--- src/rtl/fq_ts_release_queue.sv ---
`default_nettype none
// +------------------------------------------------------------------------+
// | fq_ts_release_queue                                                    |
// | Holds timestamped flits in arrival order and releases each head flit   |
// | once simulated time reaches its departure stamp.                       |
// | Revision: 1.0                                                          |
// +------------------------------------------------------------------------+
module fq_ts_release_queue #(
    parameter int TS_WIDTH   = 10,
    parameter int DATA_WIDTH = 16,
    parameter int DEPTH      = 4,
    parameter int CNT_WIDTH  = 8
) (
    input  logic                     clock,
    input  logic                     reset_n,
    input  logic [TS_WIDTH-1:0]      sim_time,
    input  logic                     in_valid,
    output logic                     in_ready,
    input  logic [TS_WIDTH-1:0]      in_timestamp,
    input  logic [DATA_WIDTH-1:0]    in_data,
    output logic                     out_valid,
    input  logic                     out_ready,
    output logic [TS_WIDTH-1:0]      out_timestamp,
    output logic [DATA_WIDTH-1:0]    out_data,
    output logic [$clog2(DEPTH):0]   occupancy,
    output logic [CNT_WIDTH-1:0]     late_count
);

    localparam int AW = $clog2(DEPTH);
    localparam logic [AW:0]        OCC_FULL = (AW+1)'(DEPTH);
    localparam logic [AW-1:0]      PTR_ONE  = AW'(1);
    localparam logic [CNT_WIDTH-1:0] CNT_ONE = CNT_WIDTH'(1);

    typedef enum logic [1:0] {
        ST_IDLE    = 2'd0,
        ST_WAIT    = 2'd1,
        ST_PRESENT = 2'd2
    } state_t;

    state_t                 r_state;
    state_t                 w_state_nxt;
    logic [TS_WIDTH-1:0]    r_ts_mem   [DEPTH];
    logic [DATA_WIDTH-1:0]  r_data_mem [DEPTH];
    logic [AW-1:0]          r_wr_ptr;
    logic [AW-1:0]          r_rd_ptr;
    logic [AW:0]            r_occ;
    logic                   r_late;
    logic [CNT_WIDTH-1:0]   r_late_cnt;

    logic                   w_push;
    logic                   w_pop;
    logic [TS_WIDTH-1:0]    w_diff;
    logic                   w_due;
    logic                   w_late;
    logic [AW:0]            w_occ_nxt;

    assign in_ready      = (r_occ != OCC_FULL);
    assign w_push        = in_valid && in_ready;
    assign w_pop         = (r_state == ST_PRESENT) && out_ready;
    assign w_occ_nxt     = r_occ + {{AW{1'b0}}, w_push} - {{AW{1'b0}}, w_pop};

    // Modular difference: a stamp up to half the range in the past counts as due.
    assign w_diff        = sim_time - r_ts_mem[r_rd_ptr];
    assign w_due         = ~w_diff[TS_WIDTH-1];
    assign w_late        = w_due && (w_diff != '0);

    assign out_timestamp = r_ts_mem[r_rd_ptr];
    assign out_data      = r_data_mem[r_rd_ptr];
    assign occupancy     = r_occ;
    assign late_count    = r_late_cnt;

    always_ff @(posedge clock or negedge reset_n) begin
        if (!reset_n) begin
            for (int i = 0; i < DEPTH; i++) begin
                r_ts_mem[i]   <= '0;
                r_data_mem[i] <= '0;
            end
        end else if (w_push) begin
            r_ts_mem[r_wr_ptr]   <= in_timestamp;
            r_data_mem[r_wr_ptr] <= in_data;
        end
    end

    always_ff @(posedge clock or negedge reset_n) begin
        if (!reset_n) begin
            r_wr_ptr <= '0;
            r_rd_ptr <= '0;
            r_occ    <= '0;
        end else begin
            if (w_push) begin
                r_wr_ptr <= r_wr_ptr + PTR_ONE;
            end
            if (w_pop) begin
                r_rd_ptr <= r_rd_ptr + PTR_ONE;
            end
            r_occ <= w_occ_nxt;
        end
    end

    always_ff @(posedge clock or negedge reset_n) begin
        if (!reset_n) begin
            r_state    <= ST_IDLE;
            r_late     <= 1'b0;
            r_late_cnt <= '0;
        end else begin
            r_state <= w_state_nxt;
            // Lateness is captured when the flit is first presented, not when it leaves.
            if (r_state == ST_WAIT && w_due) begin
                r_late <= w_late;
            end
            if (w_pop && r_late && (r_late_cnt != '1)) begin
                r_late_cnt <= r_late_cnt + CNT_ONE;
            end
        end
    end

    always_comb begin
        w_state_nxt = r_state;
        out_valid   = 1'b0;
        case (r_state)
            ST_IDLE: begin
                if (w_push) begin
                    w_state_nxt = ST_WAIT;
                end
            end
            ST_WAIT: begin
                if (w_due) begin
                    w_state_nxt = ST_PRESENT;
                end
            end
            ST_PRESENT: begin
                out_valid = 1'b1;
                if (w_pop) begin
                    w_state_nxt = (w_occ_nxt == '0) ? ST_IDLE : ST_WAIT;
                end
            end
            default: begin
                w_state_nxt = ST_IDLE;
            end
        endcase
    end

endmodule
`default_nettype wire

--- config.mk ---
export PLATFORM = sky130hd
export DESIGN_NAME = fq_ts_release_queue
export DESIGN_NICKNAME = d
export VERILOG_FILES = /design/src/rtl/fq_ts_release_queue.sv
export SDC_FILE = /design/constraint.sdc
export NUM_CORES = 1
export LEC_CHECK = 0
export CAP_MARGIN = 10
export CORE_MARGIN = 2
export CORE_UTILIZATION = 55
export DETAILED_ROUTE_END_ITERATION = 10
export GPL_TIMING_DRIVEN = 0
export PLACE_DENSITY = 0.77
export SLEW_MARGIN = 20
export SYNTH_ARGS = -nofsm -noshare
export SYNTH_HDL_FRONTEND = slang
export SYNTH_SLANG_ARGS = --single-unit
export TNS_END_PERCENT = 10
--- constraint.sdc ---
create_clock -name clock -period 4.4 [get_ports clock]
set_input_delay 0.88 -clock clock [delete_from_list [all_inputs] [get_ports clock]]
set_output_delay 0.88 -clock clock [all_outputs]
set_load 0.02 [all_outputs]
# Word level (Yosys, flattened, before mapping)
# Cells that the tools add are included.
# word_totals
ff_bits	122
inputBits	40
output_inout_bits	39
# op_classes
add_sub_neg	6
magnitude_cmp	3
n_eq_ne	7
mux	18
bitwise_logic	3
reduce_logical	11
# ops
op	n
$bwmux W64	1
$mux W16	3
$bwmux W40	1
$bmux W16 S2	1
$demux W16 S2	1
$mux W10	3
$bmux W10 S2	1
$demux W10 S2	1
$reduce_bool A10 Y1	1
$sub A10 B10 Y10	1
$add A8 B1 Y8 const B	1
$ne A8 B8 Y1 const B	1
$logic_and A1 B1 Y1	7
$ge A3 B3 Y1 const B	2
$mux W2	3
$ne A2 B2 Y1 const B	3
$not A2 Y3	2
$pmux W2 S3	1
$add A2 B1 Y2 const B	2
$add A3 B1 Y3	1
$logic_not A3 Y1	1
$lt A3 B1 Y1 const B	1
$ne A3 B3 Y1 const B	1
$reduce_and A3 Y1	1
other kinds (6)	7

# Depth between registers and ports, before layout
# logic_depth
depth_word	8
ltp_mapped	15
ltp_nobuf	14

# Least setup slack after synthesis
# No wires, ideal clock.
# synth_timing
path_type	reg-to-reg
startpoint	reg r_rd_ptr[0]
endpoint	reg r_late
arrival_time_ns	3.470
t_required_ns	4.275
setup_slack_ns	0.805
path_stages_with_launch	12
path_buffers	2
period_less_slack_ns	3.595
path_cell_list	dfrtp_1 > buf_6 > buf_1 > mux4_2 > ha_1 > inv_1 > fa_1 > a2111oi_4 > o211a_1 > o2111ai_1 > or4_1 > mux2_2
# synth_via
elab_chain_cells	7
elab_cells_between_ends	9
cone_classes	1 x add/sub; 3 x mux; 2 x bitwise; 3 x reduce/logical
# synth_rtl
element	line_no	rtl
from (decl)	45	logic [AW-1:0] r_rd_ptr;
from (signal assigned)	94	r_rd_ptr <= r_rd_ptr + PTR_ONE;
$not A2 Y3 *	--	
$bmux W10 S2 *	--	
$mux W10 * (2 in a row)	--	
named net out_timestamp[0]	23	output logic [TS_WIDTH-1:0] out_timestamp,
$sub A10 B10 Y10 *	63	assign w_diff = sim_time - r_ts_mem[r_rd_ptr];
$reduce_bool A10 Y1 / $not A1 Y1 (equally long branches)	65, 64	
$logic_and A1 B1 Y1 (on tied branches)	65, 108	
to (signal assigned)	109	r_late <= w_late;
to (decl)	47	logic r_late;
# Mark *: on every way through the listed nets, which the timed path passes. The rest lies on a longest branch. The select of a mux whose other input is x is not followed.
# A chain may end at the register's enable or synchronous reset.

# Final worst setup path
# layout_timing
startpoint	reg r_rd_ptr[1]
endpoint	reg r_late
# layout_via
elab_chain_cells	7
elab_cells_between_ends	9
cone_classes	1 x add/sub; 3 x mux; 2 x bitwise; 3 x reduce/logical
# layout_rtl
element	line_no
$not A2 Y3 (not written as such) *	63
$bmux W10 S2 *	63
$mux W10 (not written as such) * (2 in a row)	63
$sub A10 B10 Y10 *	63
$reduce_bool A10 Y1 / $not A1 Y1 (equally long branches)	65, 64
$logic_and A1 B1 Y1 (on tied branches)	65, 108
# Every way passes the cells marked *; elsewhere a longest branch is shown, timed or not. The select of a mux whose other input is x is not followed.

==> results.cfg <==
[status]
outcome = finished, final reports clean

[floorplan]
coreArea_um2 = 10300
fp.dieH_um = 107
initial_core_util_pct = 56.4
top_level_ports = 79
die-area_um2 = 11400
rows = 37
fp.dieW_um = 107

[timing]
hold_viol_final = 0
whs_ns = 0.271
timing.max_slew.rel_slack_pct = 46.8
timing_worst_slew_pin_value_ns = 0.797
post_route_clock_period_utilization_pct = 89.2
number_of_setup_violations_in_the_final_report = 0
rsz0062_at_grt = false
final-max-slew-violation-count = 0
post-route-min-period_ns = 3.93
max_clock_freq_mhz = 255
final.setup_skew_ns = 0.00628

[finish]
design.final.nets = 546
finish.instance_area_um2 = 7420
synthesis_to_layout_area_growth_pct = 28.0
fill_cells = 710
diodes = 0
post_route_cells_drive_above_1_share_pct = 17.6

[power_and_ir_drop]
seq_power_share_pct = 30.1
vdd_drop_max_mv = 0.460
power.share.switching_pct = 34.4
clock_power_share_pct = 22.7
power.density_cell_area_nw_per_um2 = 890
power.share.combinational_pct = 47.1
switchingPower_mw = 2.27
p_leak_nw = 3.19
intPower_mw = 4.33

[setup_path]
worstPathCellList = clkbuf_1 -> buf_1 -> mux4_2 -> ha_1 -> inv_1 -> fa_1 -> xor2_1 -> a2111oi_4 -> o211a_1 -> o2111ai_1 -> or4_1 -> mux2_2
critPathCaptureType = flip-flop
setup.worst_path.class = reg -> reg
critical_path_buf_inv_count = 3
crit_path_max_incr_delay_ns = 0.56
crit_path_max_fanout = 10
cp.arrival_ns = 4.33
worstSetupStartpointType = flip-flop
required_ns = 4.80
timing.critical_path.slowest_stage_cell = buf_1
path_delay_family = buffers and inverters

[clock_network]
number_of_buffers_added_to_fix_hold_violations_after_cts = 0
cts_max_path_buffers = 2
htree_num_levels = 4
postCtsSetupBuffers = 0
numCtsBuffers = 17
clock_sinks = 122
cts.clk_slew.worst_paths_ns = 0.06
clock_insertion_delay_worst_skew_ns = 0.51
cts.repair.resized = 0
tritoncts = yes
cts_root_buf = clkbuf_8

[logic_synthesis]
synth-seq-area-share_pct = 52.7
ys_ff_latch = 122
post_synth_edffs = 0
synthesis.nets = 448
syn-instance-count = 390
ys.warnings.count = 0
asyncSetResetFlopFracSynth_pct = 100
synth_ff_type = dfrtp_1
synthDistinctLibCells = 46
synthesis.area_per_instance_um2 = 14.9
syn_area_um2 = 5800

[global_route]
grtUsageTotal_pct = 22.5
grt_start_max_net_pins = 85
overflow = 0
antenna_found_initial = 0
grt_first_pass_wirelength_mm = 19.5
vias_in_the_first_global_route = 3922

[routing]
wl_mm = 11.6
drt_drc_violations_left = 0
ant_nets = 0
avgRoutedWirePerCell_um = 18.2
vias_post_dr = 3562
drt_iter0_markers = 155
drt_pass1_iterations = 4
route.detailed.vias_per_inst = 5.59

[place]
number_of_port_buffers = 78
detailedPlacementHpwl_mm = 7.85
gpl.final_weighted_congestion = 0.799
placed_cell_area_um2 = 6780

[job]
cap_viol_max_count = 0

[worst_hold_path]
hold_path_class = in -> async
==> layout by cell type (no fill, tap or decap), types with 3 or more instances in the layout <==
cell type	n
o21ai_0	3
bufinv_16	5
mux2_1	92
clkdlybuf4s50_1	77
nand2b_1	3
inv_1	19
clkbuf_16	16
xor2_1	5
a21oi_1	8
buf_2	10
clkbuf_8	5
mux4_2	26
clkbuf_1	7
ha_1	16
xnor2_1	10
nor2_1	3
nand2_1	11
mux2_2	14
nand4_1	5
dfrtp_1	122
==> state kept, by name (all words and copies together) (netlist names) <==
name	cells
r_data_mem	64
r_ts_mem	40
late_count	8
occupancy	3
r_rd_ptr	2
r_state	2
r_wr_ptr	2
r_late	1
==> per-stage QoR <==
stage	power [mW]	cells	setup TNS (ns)	worst slack (ns)	utilization, %
global placement	4.99	604	-257.69	-2.12	65.7
CTS	6.67	637	0	0.440	72.2
finish	6.60	637	0	0.473	72.2
global route	7.01	637	0	0.248	72.2
detailed placement	5.12	605	0	0.409	65.9
floorplan	4.05	390	0	0.805	-
==> final timing paths <==
path | start | to | slack (ns) | cells past startpoint
worst min register to register | r_data_mem[4]$_DFFE_PN0P_ | r_data_mem[4]$_DFFE_PN0P_ | 0.49 | 1
worst min-delay path | reset_n | r_data_mem[20]$_DFFE_PN0P_ | 0.27 | 1
worst max register to register | r_rd_ptr[1]$_DFFE_PN0P_ | r_late$_DFFE_PN0P_ | 0.47 | 12
max in group asynchronous | reset_n | late_count[6]$_DFFE_PN0P_ | 3.41 | 2
min in group clock | r_data_mem[4]$_DFFE_PN0P_ | r_data_mem[4]$_DFFE_PN0P_ | 0.49 | 1
worst max-delay path | r_rd_ptr[1]$_DFFE_PN0P_ | r_late$_DFFE_PN0P_ | 0.47 | 12
==> area by class of cell <==
class / instances / area (um2) / share of cell area (%)
clock buffers: 25 / 484 / 6.52
plain buffers: 16 / 80.1 / 1.08
inverters: 21 / 78.8 / 1.06
flip-flops and latches: 122 / 3050 / 41.1
well taps: 136 / 170 / 2.29
multi-input cells: 231 / 2590 / 34.8
clock inverters: 7 / 160 / 2.16
repair buffers: 79 / 810 / 10.9
==> per-layer routing <==
| layer | routed length, um | GRT usage, % |
|---|---|---|
| met4 | 174 | 8.72 |
| met3 | 427 | 5.29 |
| met5 | 0 | 0 |
| met1 | 4970 | 28.6 |
| met2 | 6040 | 37.8 |
==> worst register-to-register path, delay by kind of cell, from the launching register on <==
kind,cells,cell delay (ns)
compound gates,3,0.62
xor+xnor,1,0.18
fa+ha+maj,2,0.58
buf+inv,3,1.05
flops,1,0.31
mux,2,0.65
simple gates,1,0.43
==> cells in the mapped netlist, drive strengths merged (3+ instances only) <==
cell | count | area, um2
a21oi | 8 | 40.0
ha | 16 | 200
o21ai | 5 | 25.0
mux4 | 26 | 586
nand2b | 3 | 18.8
xnor2 | 11 | 104
nand2 | 12 | 47.6
inv | 20 | 75.1
nand4 | 5 | 31.3
dfrtp | 122 | 3050
buf | 13 | 68.8
nor2 | 3 | 11.3
a31oi | 3 | 25.0
mux2 | 106 | 1190
xor2 | 5 | 43.8
clkbuf | 3 | 11.3
==> power groups by stage <==
stage                     sequential (mW)  clock, mW  combinational [mW]
final                                1.99       1.50                3.11
after global routing                 2.06       1.58                3.37
after CTS                            1.99       1.53                3.16
after detailed placement             1.99          0                3.13
after global placement               1.95          0                3.04
after floorplan                      1.93          0                2.12
==> logic make-up (layout without fill, tap and decap cells) <==
kind of cell               Yosys count  in the layout  synth area share (%)
DFF                                122            122                  52.7
and+or+nand+nor                     35             35                  3.28
AOI/OAI and AO/OA                   29             29                  3.78
muxes                              133            133                  30.9
buffers and inverters               37            148                  2.74
adders and majority gates           18             18                  4.14
xor gates and xnor gates            16             16                  2.55
(Power assumes the default switching activity.)
